### config.mk
export PLATFORM = sky130hd
export DESIGN_NAME = exu_oitf_flat
export DESIGN_NICKNAME = d
export VERILOG_FILES = /design/src/rtl/exu_oitf_if.sv /design/src/rtl/exu_oitf.sv /design/src/flat_wrapper.sv
export SDC_FILE = /design/constraint.sdc
export NUM_CORES = 1
export LEC_CHECK = 0
export CORE_MARGIN = 2
export CORE_UTILIZATION = 30
export CTS_BUF_LIST = sky130_fd_sc_hd__clkbuf_2
export CTS_CLUSTER_DIAMETER = 150
export CTS_CLUSTER_SIZE = 20
export DETAILED_ROUTE_END_ITERATION = 12
export HOLD_SLACK_MARGIN = 0.05
export RECOVER_POWER = 100
export SLEW_MARGIN = 25
export SYNTH_ARGS = -nofsm -noshare
export SYNTH_HDL_FRONTEND = slang
export SYNTH_SLANG_ARGS = --single-unit
### constraint.sdc
create_clock -name clk -period 2.1 [get_ports clk]
set_input_delay 0.63 -clock clk [delete_from_list [all_inputs] [get_ports clk]]
set_output_delay 0.63 -clock clk [all_outputs]
set_load 0.01 [all_outputs]
### src/rtl/exu_oitf_if.sv
// Dispatch/retire/hazard-check bundle of the outstanding long-pipe instruction tracker.
// The PC fields exist only when EXU_OITF_PC_EN is defined.
interface exu_oitf_if #(
    parameter int unsigned PTR_W       = 1,
    parameter int unsigned RFIDX_WIDTH = 5,
    parameter int unsigned PC_SIZE     = 32
);
    logic                   dis_ena;
    logic                   dis_ready;
    logic                   dis_rdwen;
    logic [RFIDX_WIDTH-1:0] dis_rdidx;
    logic [PTR_W-1:0]       dis_ptr;
    logic                   ret_ena;
    logic [PTR_W-1:0]       ret_ptr;
    logic                   ret_rdwen;
    logic [RFIDX_WIDTH-1:0] ret_rdidx;
    logic                   oitf_empty;
    logic                   chk_rs1en;
    logic                   chk_rs2en;
    logic                   chk_rdwen;
    logic [RFIDX_WIDTH-1:0] chk_rs1idx;
    logic [RFIDX_WIDTH-1:0] chk_rs2idx;
    logic [RFIDX_WIDTH-1:0] chk_rdidx;
    logic                   oitfrd_match_rs1;
    logic                   oitfrd_match_rs2;
    logic                   oitfrd_match_rd;
`ifdef EXU_OITF_PC_EN
    logic [PC_SIZE-1:0]     dis_pc;
    logic [PC_SIZE-1:0]     ret_pc;
`endif

    // Dispatch / writeback side.
    modport master (
        output dis_ena, dis_rdwen, dis_rdidx, ret_ena,
        output chk_rs1en, chk_rs2en, chk_rdwen, chk_rs1idx, chk_rs2idx, chk_rdidx,
        input  dis_ready, dis_ptr, ret_ptr, ret_rdwen, ret_rdidx, oitf_empty,
        input  oitfrd_match_rs1, oitfrd_match_rs2, oitfrd_match_rd
`ifdef EXU_OITF_PC_EN
        , output dis_pc
        , input  ret_pc
`endif
    );

    // Tracker side.
    modport slave (
        input  dis_ena, dis_rdwen, dis_rdidx, ret_ena,
        input  chk_rs1en, chk_rs2en, chk_rdwen, chk_rs1idx, chk_rs2idx, chk_rdidx,
        output dis_ready, dis_ptr, ret_ptr, ret_rdwen, ret_rdidx, oitf_empty,
        output oitfrd_match_rs1, oitfrd_match_rs2, oitfrd_match_rd
`ifdef EXU_OITF_PC_EN
        , input  dis_pc
        , output ret_pc
`endif
    );
endinterface

### src/rtl/exu_oitf.sv
// Outstanding instruction track FIFO: circular queue of long-pipe rd writers with hazard checks.
// Optional per-entry PC storage is enabled by defining EXU_OITF_PC_EN.
module exu_oitf #(
    parameter int unsigned OITF_DEPTH  = 2,
    parameter int unsigned RFIDX_WIDTH = 5,
    parameter int unsigned PC_SIZE     = 32
) (
    input  logic       clk,
    input  logic       rst,
    exu_oitf_if.slave  oitf
);
    localparam int unsigned PTR_W = $clog2(OITF_DEPTH);

    generate
        if ((OITF_DEPTH < 2) || (OITF_DEPTH > 16) || ((OITF_DEPTH & (OITF_DEPTH - 1)) != 0)) begin : g_bad_depth
            $error("exu_oitf: OITF_DEPTH must be a power of two in 2..16");
        end
    endgenerate

    logic [OITF_DEPTH-1:0]  vld_q;
    logic [OITF_DEPTH-1:0]  vld_d;
    logic [OITF_DEPTH-1:0]  rdwen_q;
    logic [RFIDX_WIDTH-1:0] rdidx_q [OITF_DEPTH];
`ifdef EXU_OITF_PC_EN
    logic [PC_SIZE-1:0]     pc_q    [OITF_DEPTH];
`endif

    // Pointers carry an extra MSB wrap bit to tell full from empty.
    logic [PTR_W:0]   alc_ptr_q;
    logic [PTR_W:0]   alc_ptr_d;
    logic [PTR_W:0]   ret_ptr_q;
    logic [PTR_W:0]   ret_ptr_d;
    logic [PTR_W-1:0] alc_idx;
    logic [PTR_W-1:0] ret_idx;
    logic             full;
    logic             empty;
    logic             alc_en;
    logic             ret_en;

    assign alc_idx = alc_ptr_q[PTR_W-1:0];
    assign ret_idx = ret_ptr_q[PTR_W-1:0];
    assign full    = (alc_idx == ret_idx) && (alc_ptr_q[PTR_W] != ret_ptr_q[PTR_W]);
    assign empty   = (alc_ptr_q == ret_ptr_q);
    assign alc_en  = oitf.dis_ena & ~full;
    assign ret_en  = oitf.ret_ena & ~empty;

    // Next-state: indices can only collide when full or empty, so both updates are independent.
    always_comb begin
        vld_d     = vld_q;
        alc_ptr_d = alc_ptr_q;
        ret_ptr_d = ret_ptr_q;
        if (ret_en) begin
            vld_d[ret_idx] = 1'b0;
            ret_ptr_d      = (PTR_W+1)'(ret_ptr_q + 1'b1);
        end
        if (alc_en) begin
            vld_d[alc_idx] = 1'b1;
            alc_ptr_d      = (PTR_W+1)'(alc_ptr_q + 1'b1);
        end
    end

    always_ff @(posedge clk or posedge rst) begin
        if (rst) begin
            vld_q     <= '0;
            alc_ptr_q <= '0;
            ret_ptr_q <= '0;
        end else begin
            vld_q     <= vld_d;
            alc_ptr_q <= alc_ptr_d;
            ret_ptr_q <= ret_ptr_d;
        end
    end

    // Payload is unreset; every read of it is qualified by the valid bit.
    always_ff @(posedge clk) begin
        if (alc_en) begin
            rdwen_q[alc_idx] <= oitf.dis_rdwen;
            rdidx_q[alc_idx] <= oitf.dis_rdidx;
`ifdef EXU_OITF_PC_EN
            pc_q[alc_idx]    <= oitf.dis_pc;
`endif
        end
    end

    assign oitf.dis_ready  = ~full;
    assign oitf.oitf_empty = empty;
    assign oitf.dis_ptr    = alc_idx;
    assign oitf.ret_ptr    = ret_idx;
    assign oitf.ret_rdwen  = vld_q[ret_idx] & rdwen_q[ret_idx];
    assign oitf.ret_rdidx  = vld_q[ret_idx] ? rdidx_q[ret_idx] : '0;
`ifdef EXU_OITF_PC_EN
    assign oitf.ret_pc     = vld_q[ret_idx] ? pc_q[ret_idx] : '0;
`endif

    // Hazard flags look at pre-edge entries only.
    always_comb begin
        oitf.oitfrd_match_rs1 = 1'b0;
        oitf.oitfrd_match_rs2 = 1'b0;
        oitf.oitfrd_match_rd  = 1'b0;
        for (int unsigned i = 0; i < OITF_DEPTH; i++) begin
            if (vld_q[i] && rdwen_q[i]) begin
                if (oitf.chk_rs1en && (rdidx_q[i] == oitf.chk_rs1idx)) oitf.oitfrd_match_rs1 = 1'b1;
                if (oitf.chk_rs2en && (rdidx_q[i] == oitf.chk_rs2idx)) oitf.oitfrd_match_rs2 = 1'b1;
                if (oitf.chk_rdwen && (rdidx_q[i] == oitf.chk_rdidx))  oitf.oitfrd_match_rd  = 1'b1;
            end
        end
    end
endmodule

### src/flat_wrapper.sv
// flat-port wrapper written by rule: the top's interface ports become plain ports
module exu_oitf_flat 
#(
    parameter int unsigned OITF_DEPTH  = 2,
    parameter int unsigned RFIDX_WIDTH = 5,
    parameter int unsigned PC_SIZE     = 32
)
  (clk, rst, oitf_dis_ena, oitf_dis_rdwen, oitf_dis_rdidx, oitf_ret_ena, oitf_chk_rs1en, oitf_chk_rs2en, oitf_chk_rdwen, oitf_chk_rs1idx, oitf_chk_rs2idx, oitf_chk_rdidx, oitf_dis_ready, oitf_dis_ptr, oitf_ret_ptr, oitf_ret_rdwen, oitf_ret_rdidx, oitf_oitf_empty, oitf_oitfrd_match_rs1, oitf_oitfrd_match_rs2, oitf_oitfrd_match_rd);
  exu_oitf_if #(.PTR_W((1)), .RFIDX_WIDTH(RFIDX_WIDTH), .PC_SIZE(PC_SIZE)) oitf_i ();
  input  logic clk;
  input  logic rst;
  input wire logic [$bits(oitf_i.dis_ena)-1:0] oitf_dis_ena;
  input wire logic [$bits(oitf_i.dis_rdwen)-1:0] oitf_dis_rdwen;
  input wire logic [$bits(oitf_i.dis_rdidx)-1:0] oitf_dis_rdidx;
  input wire logic [$bits(oitf_i.ret_ena)-1:0] oitf_ret_ena;
  input wire logic [$bits(oitf_i.chk_rs1en)-1:0] oitf_chk_rs1en;
  input wire logic [$bits(oitf_i.chk_rs2en)-1:0] oitf_chk_rs2en;
  input wire logic [$bits(oitf_i.chk_rdwen)-1:0] oitf_chk_rdwen;
  input wire logic [$bits(oitf_i.chk_rs1idx)-1:0] oitf_chk_rs1idx;
  input wire logic [$bits(oitf_i.chk_rs2idx)-1:0] oitf_chk_rs2idx;
  input wire logic [$bits(oitf_i.chk_rdidx)-1:0] oitf_chk_rdidx;
  output wire logic [$bits(oitf_i.dis_ready)-1:0] oitf_dis_ready;
  output wire logic [$bits(oitf_i.dis_ptr)-1:0] oitf_dis_ptr;
  output wire logic [$bits(oitf_i.ret_ptr)-1:0] oitf_ret_ptr;
  output wire logic [$bits(oitf_i.ret_rdwen)-1:0] oitf_ret_rdwen;
  output wire logic [$bits(oitf_i.ret_rdidx)-1:0] oitf_ret_rdidx;
  output wire logic [$bits(oitf_i.oitf_empty)-1:0] oitf_oitf_empty;
  output wire logic [$bits(oitf_i.oitfrd_match_rs1)-1:0] oitf_oitfrd_match_rs1;
  output wire logic [$bits(oitf_i.oitfrd_match_rs2)-1:0] oitf_oitfrd_match_rs2;
  output wire logic [$bits(oitf_i.oitfrd_match_rd)-1:0] oitf_oitfrd_match_rd;
  assign oitf_i.dis_ena = oitf_dis_ena;
  assign oitf_i.dis_rdwen = oitf_dis_rdwen;
  assign oitf_i.dis_rdidx = oitf_dis_rdidx;
  assign oitf_i.ret_ena = oitf_ret_ena;
  assign oitf_i.chk_rs1en = oitf_chk_rs1en;
  assign oitf_i.chk_rs2en = oitf_chk_rs2en;
  assign oitf_i.chk_rdwen = oitf_chk_rdwen;
  assign oitf_i.chk_rs1idx = oitf_chk_rs1idx;
  assign oitf_i.chk_rs2idx = oitf_chk_rs2idx;
  assign oitf_i.chk_rdidx = oitf_chk_rdidx;
  assign oitf_dis_ready = oitf_i.dis_ready;
  assign oitf_dis_ptr = oitf_i.dis_ptr;
  assign oitf_ret_ptr = oitf_i.ret_ptr;
  assign oitf_ret_rdwen = oitf_i.ret_rdwen;
  assign oitf_ret_rdidx = oitf_i.ret_rdidx;
  assign oitf_oitf_empty = oitf_i.oitf_empty;
  assign oitf_oitfrd_match_rs1 = oitf_i.oitfrd_match_rs1;
  assign oitf_oitfrd_match_rs2 = oitf_i.oitfrd_match_rs2;
  assign oitf_oitfrd_match_rd = oitf_i.oitfrd_match_rd;
  exu_oitf #(.OITF_DEPTH(OITF_DEPTH), .RFIDX_WIDTH(RFIDX_WIDTH), .PC_SIZE(PC_SIZE)) u_core (.clk(clk), .rst(rst), .oitf(oitf_i));
endmodule
-- Yosys cells after proc, flatten, opt, wreduce, memory -nomap -nowiden
Memory sizes are Yosys's and may differ from the RTL's.
Index checks and enable logic that the tools add are counted.
- $add $sub $neg: 2
- order comparisons: 4
- eq/ne operators: 9
- mux-type cells: 26
- bitwise gates (word level): 8
- reductions and logical operators: 11
- operators with widths (kind ; count):
    equality test 5 bit ; 6
    2-to-1 mux 1 bit ; 20
    logical AND 1 bit ; 11
    2-to-1 mux 5 bit ; 1
    adder 2 x 1 -> 2 bit (second input constant) ; 2
    less-than comparator 1 x 2 -> 1 bit (second input constant) ; 2
    2-to-1 mux 2 bit ; 2
    bitwise AND 1 bit ; 3
    bitwise AND 2 bit ; 1
    bitwise mux 2 bit ; 1
    demux 1 bit (select 1 bit) ; 2
    equality test 2 bit ; 1
    >= comparator 1 bit (second input constant) ; 2
    NOT 1 bit ; 2
    NOT 2 bit ; 1
    OR 2 bit ; 1
    equality test 1 bit ; 1
    != test 1 bit ; 1
- flip-flop bits (word level): 8
- bits in writable memories: 10
- input port bits: 28
- output and inout port bits: 13
- logic and storage cells: 65
- memories kept: 1
- memories (memory ; words ; bits a word ; read ports ; clocked after Yosys merged registers in ; write ports ; line ; text):
    u_core.rdidx_q ; 2 ; 5 ; 3 ; 0 ; 1 ; exu_oitf.sv:23 ; logic [RFIDX_WIDTH-1:0] rdidx_q [OITF_DEPTH];

-- Logic depth before layout (Yosys ltp)
Gate-level depths: netlist of the first run.
- word-level depth: 9
- depth in mapped cells: 4
- depth with buffers taken out: 3

-- Worst setup path after synthesis of the first run
Ideal clock, no wire load.
- path type: reg-to-output
- start: register u_core.ret_ptr_q[0]
- end: output oitf_ret_rdidx[0]
- data arrival time: 1122 ps
- data required time: 1470 ps
- setup slack: 348 ps
- cell stages (with the launch flop): 4
- path buffers: 2
- path through: dfrtp_1 -> clkbuf_1 -> clkbuf_1 -> a32o_1
- longest elaborated chain between the ends: 3
- elaborated cells on any way between the ends: 4
- those cells by class: mux: 3; memory: 1
- ends and longest elaborated chain (what ; line ; text):
    start: declaration ; exu_oitf.sv:31 ; logic [PTR_W:0] ret_ptr_q;
    start signal: assignment ; exu_oitf.sv:70 ; ret_ptr_q <= ret_ptr_d;
    2-to-1 mux 1 bit (not written as such) (2 in a row) ; exu_oitf.sv:90 ; assign oitf.ret_rdidx = vld_q[ret_idx] ? rdidx_q[ret_idx] : '0;
    2-to-1 mux 5 bit (*) ; exu_oitf.sv:90 ;
    end: declaration ; flat_wrapper.sv:26 ; output wire logic [$bits(oitf_i.ret_rdidx)-1:0] oitf_ret_rdidx;
Every way passes the cells marked *; elsewhere a longest branch is shown, timed or not. The select of a mux whose other input is x is not followed.

==> metrics.yaml, run 1 <==
power:
  power_density_mw_per_mm2: 1140
  irDropWorstVdd_mv: 0.483
  leakage_nw: 0.701
yosys:
  yosysTopAreaCellShare_pct: 30.9
  synth_edf_count: 12
  synth_cells: 114
  synth_area_sq_mm: 0.00116
  syn_avg_cell_area_sq_um: 10.2
  synth-seq-area-share_pct: 43.8
  ys_ff_latch: 18
  synth.net_count: 142
  synth_ff_type: "edfxtp_1"
  synth_mux_area_share_pct: 0.859
  yosys_warnings: 0
  synth_fa_ha_area_share_pct: 0
  synth-simple-area-share_pct: 15.0
  synth_xor_xnor_area_share_pct: 24.7
  yosysTopAreaCell: "edfxtp_1"
  synth_area_leaders: "edfxtp_1 (31%), xnor2_1 (23%), dfrtp_1 (13%)"
  async_flop_share_pct: 33.3
  synth-compound-area-share_pct: 12.2
  synth_top_family_by_area: "XOR/XNOR gates"
  yosysUniqueCellTypes: 28
detailed_routing:
  drc: 0
  first_iter_violations: 72
  via_per_inst: 4.99
  wl_um: 3360
  antenna_left: 0
  wire_per_inst_um: 15.2
  drt-pass1-iter-count: 4
  num_vias: 1102
setup_path:
  path_buf_inv: 2
  cp_slowest_cell: "edfxtp_1"
  critPathTopFamily: "flip-flops"
  max_stage_delay_ns: 0.51
  crit_chain: "buf_6 -> xnor2_2 -> nand4_1 -> o22ai_1 -> buf_2"
  critPathLaunchType: "flop"
  path_max_fanout: 3
  critPathCaptureType: "primary output"
  crit_arrival_ns: 1.60
  crit_type: "flop to primary output"
  cp.required_ns: 1.47
sta:
  clock.fmax_ghz: 0.448
  finClkSkew_ns: 0.00980
  min_period_ns: 2.23
  relSlewSlack_pct: 74.1
  setup_ws_ns: -0.132
  min_period_over_period_pct: 106
  slew_violations: 0
  hold_viol_final: 0
  rsz0062_at_grt: "true"
  setup_viol: 3
  hold_ws_ns: 0.617
  worst_pin_slew_ns: 0.389
finish:
  areaGrowthSynthToFinish_pct: 52.3
  register_area_sq_um: 512
  nets: 202
  nFillCells: 365
  antenna_cells: 0
  multi_input_area_sq_um: 684
  final_cell_area_sq_mm: 0.00177
  layout-drive-gt1-share_pct: 22.0
  fin_cells: 221
floorplan:
  coreArea_sq_mm: 0.00369
  rows: 22
  dieArea_sq_mm: 0.00440
  die_w_um: 66.3
  die_h_um: 66.3
  start_util_pct: 31.6
  pin_count: 41
clocking:
  cts_buffers: 3
  insertion_delay_ns: 0.33
  clock_sinks: 18
  cts_hold_buf: 0
  clockBufferDepth: 2
  clk_pin_slew_ns: 0.17
  htreeDepth: 1
  root_buffer: "clkbuf_2"
  tritoncts: "built"
global_route:
  grt_max_degree: 13
  grt_pass1_wl_um: 5280
  first_global_vias: 1108
  grt_overflow: 0
  antenna_found_initial: 0
  grt_use_total_pct: 16.1
placement:
  place.gp.congestion: 0.810
  dpl_cell_area_sq_mm: 0.00170
  dp.cells: 210
  dp_hpwl_um: 2600
  port_buffers: 40
min_path:
  hold_class: "flop to flop"
run_status:
  outcome: "finished with violations"
  violations: "negative setup slack"
job:
  maxCapViolCount: 0
logic make-up (layout without fill, tap and decap cells):
group,after synthesis,in the layout
compound gates,20,20
flops,18,18
buf+inv,10,69
mux,1,1
simple gates,33,33
xor+xnor,32,32
stage by stage:
| step | setup TNS [ns] | total power, mW | utilization (%) | setup WS (ns) |
|---|---|---|---|---|
| 6_report | -0.245 | 2.02 | 48.1 | -0.132 |
| 5_1_grt | -0.482 | 2.15 | 48.1 | -0.171 |
| 4_1_cts | -0.0897 | 2.06 | 48.1 | -0.0554 |
| 3_5_place_dp | -2.05 | 1.89 | 46.2 | -0.691 |
| 3_3_place_gp | -1.99 | 1.87 | 46.2 | -0.671 |
| 2_1_floorplan | 0 | 1.27 | - | 0.348 |
placed cells by master, fill, tap and decap left out, types with 2 or more instances in the layout:
cell type	netlist	layout
a21oi_1	4	4
a32o_1	4	4
buf_2	1	4
buf_4	0	11
buf_6	0	5
clkbuf_1	4	10
clkbuf_2	0	3
clkdlybuf4s15_2	0	2
dfrtp_1	6	5
dlygate4sd2_1	0	17
dlygate4sd3_1	0	9
edfxtp_1	12	12
inv_1	5	5
nand2_1	6	6
nand2b_1	2	2
nand3_1	3	3
nand4_1	12	12
nor2_1	5	5
o21ai_0	4	2
o22ai_1	3	3
xnor2_1	30	23
xnor2_2	0	7
xor2_2	1	2
state kept, by name, indices dropped and copies added, names as in the netlist:
register and flops:
u_core.alc_ptr_q 2, u_core.rdwen_q 2, u_core.ret_ptr_q 2, u_core.rdidx_q 10, u_core.vld_q 2
path summary, 6_finish.rpt:
kind,from,end,slack (ns),cells after the start
setup / recovery,u_core.rdidx_q[1][0],oitf_oitfrd_match_rs2,-0.13,5
max in group asynchronous,rst,u_core.vld_q[1],1.23,2
hold reg to reg,u_core.alc_ptr_q[1],u_core.ret_ptr_q[1],0.62,2
setup reg to reg,u_core.alc_ptr_q[0],u_core.rdidx_q[1][0],0.44,4
hold / removal,u_core.alc_ptr_q[1],u_core.ret_ptr_q[1],0.62,2
min in group asynchronous,rst,u_core.vld_q[0],0.63,2
layer usage:
metal	wire length, um	track usage [%]	vias to the layer above
met2	1610	25.1	40
met1	1490	22.7	523
li1	-	-	535
met3	220	2.73	4
met5	0	0	-
met4	36	4.59	0
what timing repair did:
item,CTS,global route
resized for setup,66,14
pin swaps,10,6
endpoints found under the setup margin,12,12
buffers inserted,4,3
power by group:
part | switching, mW | internal (mW)
clock network | 0.116 | 0.0413
registers | 0.142 | 0.514
logic | 0.611 | 0.592
cells in the mapped netlist, types with 2 or more instances:
| master | number |
|---|---|
| a21oi_1 | 4 |
| a32o_1 | 4 |
| clkbuf_1 | 4 |
| dfrtp_1 | 6 |
| edfxtp_1 | 12 |
| inv_1 | 5 |
| nand2_1 | 6 |
| nand2b_1 | 2 |
| nand3_1 | 3 |
| nand4_1 | 12 |
| nor2_1 | 5 |
| o21ai_0 | 4 |
| o22ai_1 | 3 |
| xnor2_1 | 30 |
cell type report:
cell class | count | area share, %
Multi-Input combinational cell | 86 | 38.6
Sequential cell | 18 | 28.8
Timing Repair Buffer | 60 | 27.1
Tap cell | 48 | 3.39
Inverter | 5 | 1.06
Clock buffer | 3 | 0.846
Clock inverter | 1 | 0.212
worst register-to-register path: cells and delay by family (launching register included):
kind                   cells  cell delay (ns)
AO/OA/AOI/OAI              1             0.15
buffers and inverters      2             0.65
flip-flops                 1             0.39
AND/OR/NAND/NOR            1             0.16
(Power assumes the default switching activity.)
==> run 2, diff against run 1 <==
Settings changed: GPL_ROUTABILITY_DRIVEN from default to 0.
==> results of run 2 <==
No change in the layout: final DEF, timing and power equal those of run 1.
==> run 3, diff against run 2 <==
Settings changed: CTS_CLUSTER_DIAMETER 150 to default, SLEW_MARGIN 25 to default.
==> results of run 3 <==
No change in the layout: final DEF, timing and power equal those of run 1.
